$ cat src/rtl/fir_i2s_tx.sv
// fir_i2s_tx: rounds/saturates FIR results to 16-bit samples and sends them as a mono I2S master stream.
module fir_i2s_tx #(
  parameter int RESULT_W  = 39,
  parameter int SAMPLE_W  = 16,
  parameter int FRAC_BITS = 15,
  parameter int SCK_HALF  = 4
) (
  input  logic                i_clk,
  input  logic                i_reset,
  input  logic                i_valid,
  input  logic [RESULT_W-1:0] i_result,
  output logic                o_sck,
  output logic                o_ws,
  output logic                o_sd,
  output logic                o_clip,
  output logic                o_dropped
);
  localparam int CW = $clog2(SCK_HALF);
  localparam int FW = 2 * SAMPLE_W;
  localparam int PW = $clog2(FW);
  localparam logic signed [RESULT_W:0] SAT_MAX = (RESULT_W+1)'(2 ** (SAMPLE_W - 1) - 1);
  localparam logic signed [RESULT_W:0] SAT_MIN = ~SAT_MAX;
  localparam logic signed [RESULT_W:0] HALF    = (RESULT_W+1)'(2 ** (FRAC_BITS - 1));
  logic [CW-1:0]       cnt_q;
  logic                sck_q, ws_q, sd_q, clip_q, drop_q, pend_full_q;
  logic [PW-1:0]       p_q, p_d;
  logic [SAMPLE_W-1:0] pend_q, last_q, sample_d, src;
  logic [FW-1:0]       sh_q;
  logic signed [RESULT_W:0] t, s;
  logic                sat_hi, sat_lo, tick, fall, load, ws_d;
  always_comb begin
    t        = $signed({i_result[RESULT_W-1], i_result}) + HALF;
    s        = t >>> FRAC_BITS;
    sat_hi   = s > SAT_MAX;
    sat_lo   = s < SAT_MIN;
    sample_d = sat_hi ? SAT_MAX[SAMPLE_W-1:0] : sat_lo ? SAT_MIN[SAMPLE_W-1:0] : s[SAMPLE_W-1:0];
    tick     = cnt_q == CW'(SCK_HALF - 1);
    fall     = tick & sck_q;
    load     = fall & (p_q == '1);
    p_d      = p_q + PW'(1);
    ws_d     = (p_d >= PW'(SAMPLE_W - 1)) && (p_d <= PW'(FW - 2));
    src      = pend_full_q ? pend_q : last_q;
  end
  always_ff @(posedge i_clk) begin
    if (!i_reset) begin
      cnt_q       <= '0;
      sck_q       <= 1'b0;
      p_q         <= '1;
      ws_q        <= 1'b0;
      sd_q        <= 1'b0;
      sh_q        <= '0;
      pend_q      <= '0;
      pend_full_q <= 1'b0;
      last_q      <= '0;
      clip_q      <= 1'b0;
      drop_q      <= 1'b0;
    end else begin
      cnt_q <= tick ? '0 : cnt_q + CW'(1);
      if (tick) sck_q <= ~sck_q;
      // data and word select move only on the bit-clock falling edge
      if (fall) begin
        p_q  <= p_d;
        ws_q <= ws_d;
        sd_q <= load ? src[SAMPLE_W-1] : sh_q[FW-1];
        sh_q <= load ? {src[SAMPLE_W-2:0], src, 1'b0} : {sh_q[FW-2:0], 1'b0};
      end
      if (load) last_q <= src;
      if (i_valid) pend_q <= sample_d;
      pend_full_q <= i_valid | (pend_full_q & ~load);
      clip_q      <= i_valid & (sat_hi | sat_lo);
      drop_q      <= i_valid & pend_full_q & ~load;
    end
  end
  assign o_sck     = sck_q;
  assign o_ws      = ws_q;
  assign o_sd      = sd_q;
  assign o_clip    = clip_q;
  assign o_dropped = drop_q;
endmodule

$ cat config.mk
export PLATFORM = sky130hd
export DESIGN_NAME = fir_i2s_tx
export DESIGN_NICKNAME = d
export VERILOG_FILES = /design/src/rtl/fir_i2s_tx.sv
export SDC_FILE = /design/constraint.sdc
export NUM_CORES = 1
export LEC_CHECK = 0
export CORE_UTILIZATION = 50
export CTS_CLUSTER_SIZE = 24
export DETAILED_ROUTE_END_ITERATION = 7
export GPL_TIMING_DRIVEN = 0
export PLACE_DENSITY = 0.76
export SYNTH_ARGS = -nofsm -noshare
export SYNTH_HDL_FRONTEND = slang
export SYNTH_SLANG_ARGS = --single-unit
$ cat constraint.sdc
create_clock -name i_clk -period 2.45 [get_ports i_clk]
set_input_delay 0.49 -clock i_clk [delete_from_list [all_inputs] [get_ports i_clk]]
set_output_delay 0.49 -clock i_clk [all_outputs]
set_load 0.01 [all_outputs]
==> flow_summary.toml <==
[detailed_routing]
routed_via_density = 5.90
drcViolationCount = 0
first_iter_violations = 160
drtAntennaViolNets = 0
drt-wirelength-per-cell_um = 15.3
dr_total_vias = 3601
drt-pass1-iter-count = 5
detail_route.wirelength_um = 9350

[worst_hold_path]
min_path_type = "reg2reg"

[worst_setup_path]
crit_required_ns = 2.68
worstPathArrival_ns = 2.59
r2r_cells = 8
r2r-start = "p_q[1]"
worstReg2RegEnd = "last_q[5]"
worstPathCellList = "dlygate4sd2_1 -> nand4_1 -> or2_1 -> o311a_1 -> o2111ai_2 -> a2111oi_4 -> o21bai_2 -> buf_6 -> o211ai_2"
crit_path_end = "pend_q[5]"
reg2reg_slack_ns = 0.21
startpoint_type = "input port"
worst_setup_path_end_kind = "register"
startpoint = "i_result[26]"
worstSetupPathType = "in2reg"
slowest_delay_ns = 0.36
crit_path_top_delay_cell = "dlygate4sd2_1"
crit_fanout = 6

[clocking]
clock_sinks = 76
cts_made_buffers = 9
cts_max_level = 3
hold_buffers = 0
clkSlewWorstSetupHoldPaths_ns = 0.07
cts-root-buf = "clkbuf_8"
worstSkewPairLatency_ns = 0.35
cts_buffer_depth = 2
cts_tree = "built"

[timing]
finClkSkew_ns = 0.00845
slew_headroom = 0.642
drv_slew = 0
timing.final.ws_setup_ns = 0.0825
worst_pin_slew_ns = 0.537
setup_viol = 0
fmax_mhz = 422
hold_viol = 0
finalCriticalPeriod_ns = 2.37
fin_crit_sh = 0.966

[pwr]
p_leak_nw = 1.66
power.total_w = 0.00251
power-per-cell-area_nw_per_um2 = 541
irDropWorstVdd_mv = 0.277

[global_routing]
grtUsageTotal = 0.251
met3_usage = 0.0379
grt_pass1_wl_um = 15300
grt_max_degree = 13
use_met1 = 0.314
met2_usage = 0.427
antenna_found_initial = 0
grt_pass1_vias = 3297
overflow = 0
busiest_layer = "met2"

[synthesis]
syn_nets = 500
synth_area_sq_um = 3830
synth_edf_count = 0
ys.flop_type = "dfxtp_1"
synth_seq_area_share = 0.397
avgSynthCellArea_sq_um = 8.47
synth_cell_type_count = 45
synthCells = 452
async_flop_share = 0
ys_ff_latch = 76
synth-warning-count = 0

[final_layout]
antenna_cells = 0
syn_to_final_growth_pct = 21.0
multi_input_area_sq_um = 2280
regArea_sq_um = 1520
drive_above_1_share = 0.168
final.fill_count = 597
nets = 554

[die]
start_util = 0.522
std_cell_rows = 31
core_area_sq_um = 7330
die_h_um = 89.5
die_area_sq_um = 8010
die_w_um = 89.5
io_pins = 47

[placement]
place_congestion = 0.877
place_hpwl_um = 6590
io_buffers = 30
place_ws_ns = -0.985

[run]
max-cap-violations = 0

[outcome]
status = "finished clean"
-- cell usage after synthesis, types with 4 or more instances --
master / count / share of area
a21oi_1: 84 / 0.11
and3_1: 8 / 0.013
clkbuf_1: 25 / 0.025
dfxtp_1: 76 / 0.40
ha_1: 6 / 0.020
inv_1: 4 / 0.0039
mux2_2: 16 / 0.047
nand2_1: 65 / 0.064
nand3_1: 17 / 0.022
nand4_1: 14 / 0.023
nor2_1: 15 / 0.015
nor3_1: 7 / 0.0091
nor3b_1: 34 / 0.067
nor4_1: 4 / 0.0065
o211ai_1: 4 / 0.0078
o211ai_2: 10 / 0.033
o21ai_0: 4 / 0.0052
xnor2_1: 10 / 0.023
xor2_1: 10 / 0.023
-- logic make-up (layout without fill, tap and decap cells) --
logic type	count (synthesis)	count (layout)	synth area share
AND/OR/NAND/NOR	179	179	0.255
flip-flops	76	76	0.397
AO/OA/AOI/OAI	120	120	0.197
XOR/XNOR	20	20	0.0457
multiplexers	17	17	0.0497
buffers and inverters	34	93	0.0363
adder cells (fa/ha/maj)	6	6	0.0196
-- through the flow --
step	cell area, sq um	hold slack [ns]	cells	setup TNS (ns)	utilization
after floorplan	3840	0.404	452	0	-
after global placement	4270	0.413	581	-16.13	0.582
after detailed placement	4270	0.425	581	-17.90	0.582
after CTS	4580	0.436	605	0	0.624
after global routing	4640	0.456	610	-0.123	0.632
final	4640	0.429	610	0	0.632
-- registers in the layout, indices dropped and copies added (netlist names) --
name,flops
sh_q,31
p_q,5
o_clip,1
o_dropped,1
cnt_q,2
last_q,16
o_ws,1
pend_full_q,1
o_sck,1
o_sd,1
pend_q,16
-- worst max-delay path, delay by kind of cell --
family / cells / cell delay [ns]
compound gates: 5 / 1.10
buf+inv: 2 / 0.53
simple gates: 2 / 0.47
-- power breakdown --
part           switching (W)  internal, W  total, W  leakage (nW)
clock network       0.000440     0.000523  0.000963         0.102
logic               0.000150     0.000110  0.000259         0.944
registers          0.0000181      0.00127   0.00128         0.617
total               0.000608      0.00190   0.00251          1.66
-- layout by cell type, fill, tap and decap left out, types with 5 or more instances in the layout --
master	instances
a21oi_1	84
dfxtp_1	75
nand2_1	65
nor3b_1	34
clkbuf_1	22
mux2_2	16
nand3_1	16
nor2_1	15
nand4_1	14
buf_4	14
clkbuf_8	11
xor2_1	10
xnor2_1	10
o211ai_2	10
clkdlybuf4s50_1	10
dlygate4sd2_1	9
clkbuf_2	8
and3_1	7
nor3_1	6
ha_1	5
-- per-layer routing --
metal,share of wire,wire (um),vias to the layer above
met4,0.021,199,0
li1,-,-,1756
met2,0.49,4600,111
met5,0,0,-
met3,0.039,360,20
met1,0.45,4190,1714
-- repair_timing --
item                                   CTS  global route
gates cloned                             1             0
setup endpoints to repair               43            42
endpoints found under the hold margin    0             0
resized for setup                       40            22
setup buffers                            9             5
pin swaps                                9             6
-- area by class of cell --
class | instances | area share
Multi-Input combinational cell | 342 | 0.492
Sequential cell | 76 | 0.328
Timing Repair Buffer | 45 | 0.0794
Clock buffer | 12 | 0.0335
Tap cell | 99 | 0.0267
Buffer | 27 | 0.0256
Clock inverter | 4 | 0.0103
Inverter | 5 | 0.00405
-- how the worst min path moves through the flow --
stage,start,end,slack (ns),depth (start not counted)
after floorplan,cnt_q[0],cnt_q[0],0.40,1
after global placement,cnt_q[0],cnt_q[0],0.41,1
after detailed placement,cnt_q[0],cnt_q[0],0.43,1
after CTS,cnt_q[0],cnt_q[0],0.44,1
after global routing,cnt_q[0],cnt_q[0],0.46,1
final,cnt_q[0],cnt_q[0],0.43,1
No activity file was read; power rests on OpenSTA's default activity.
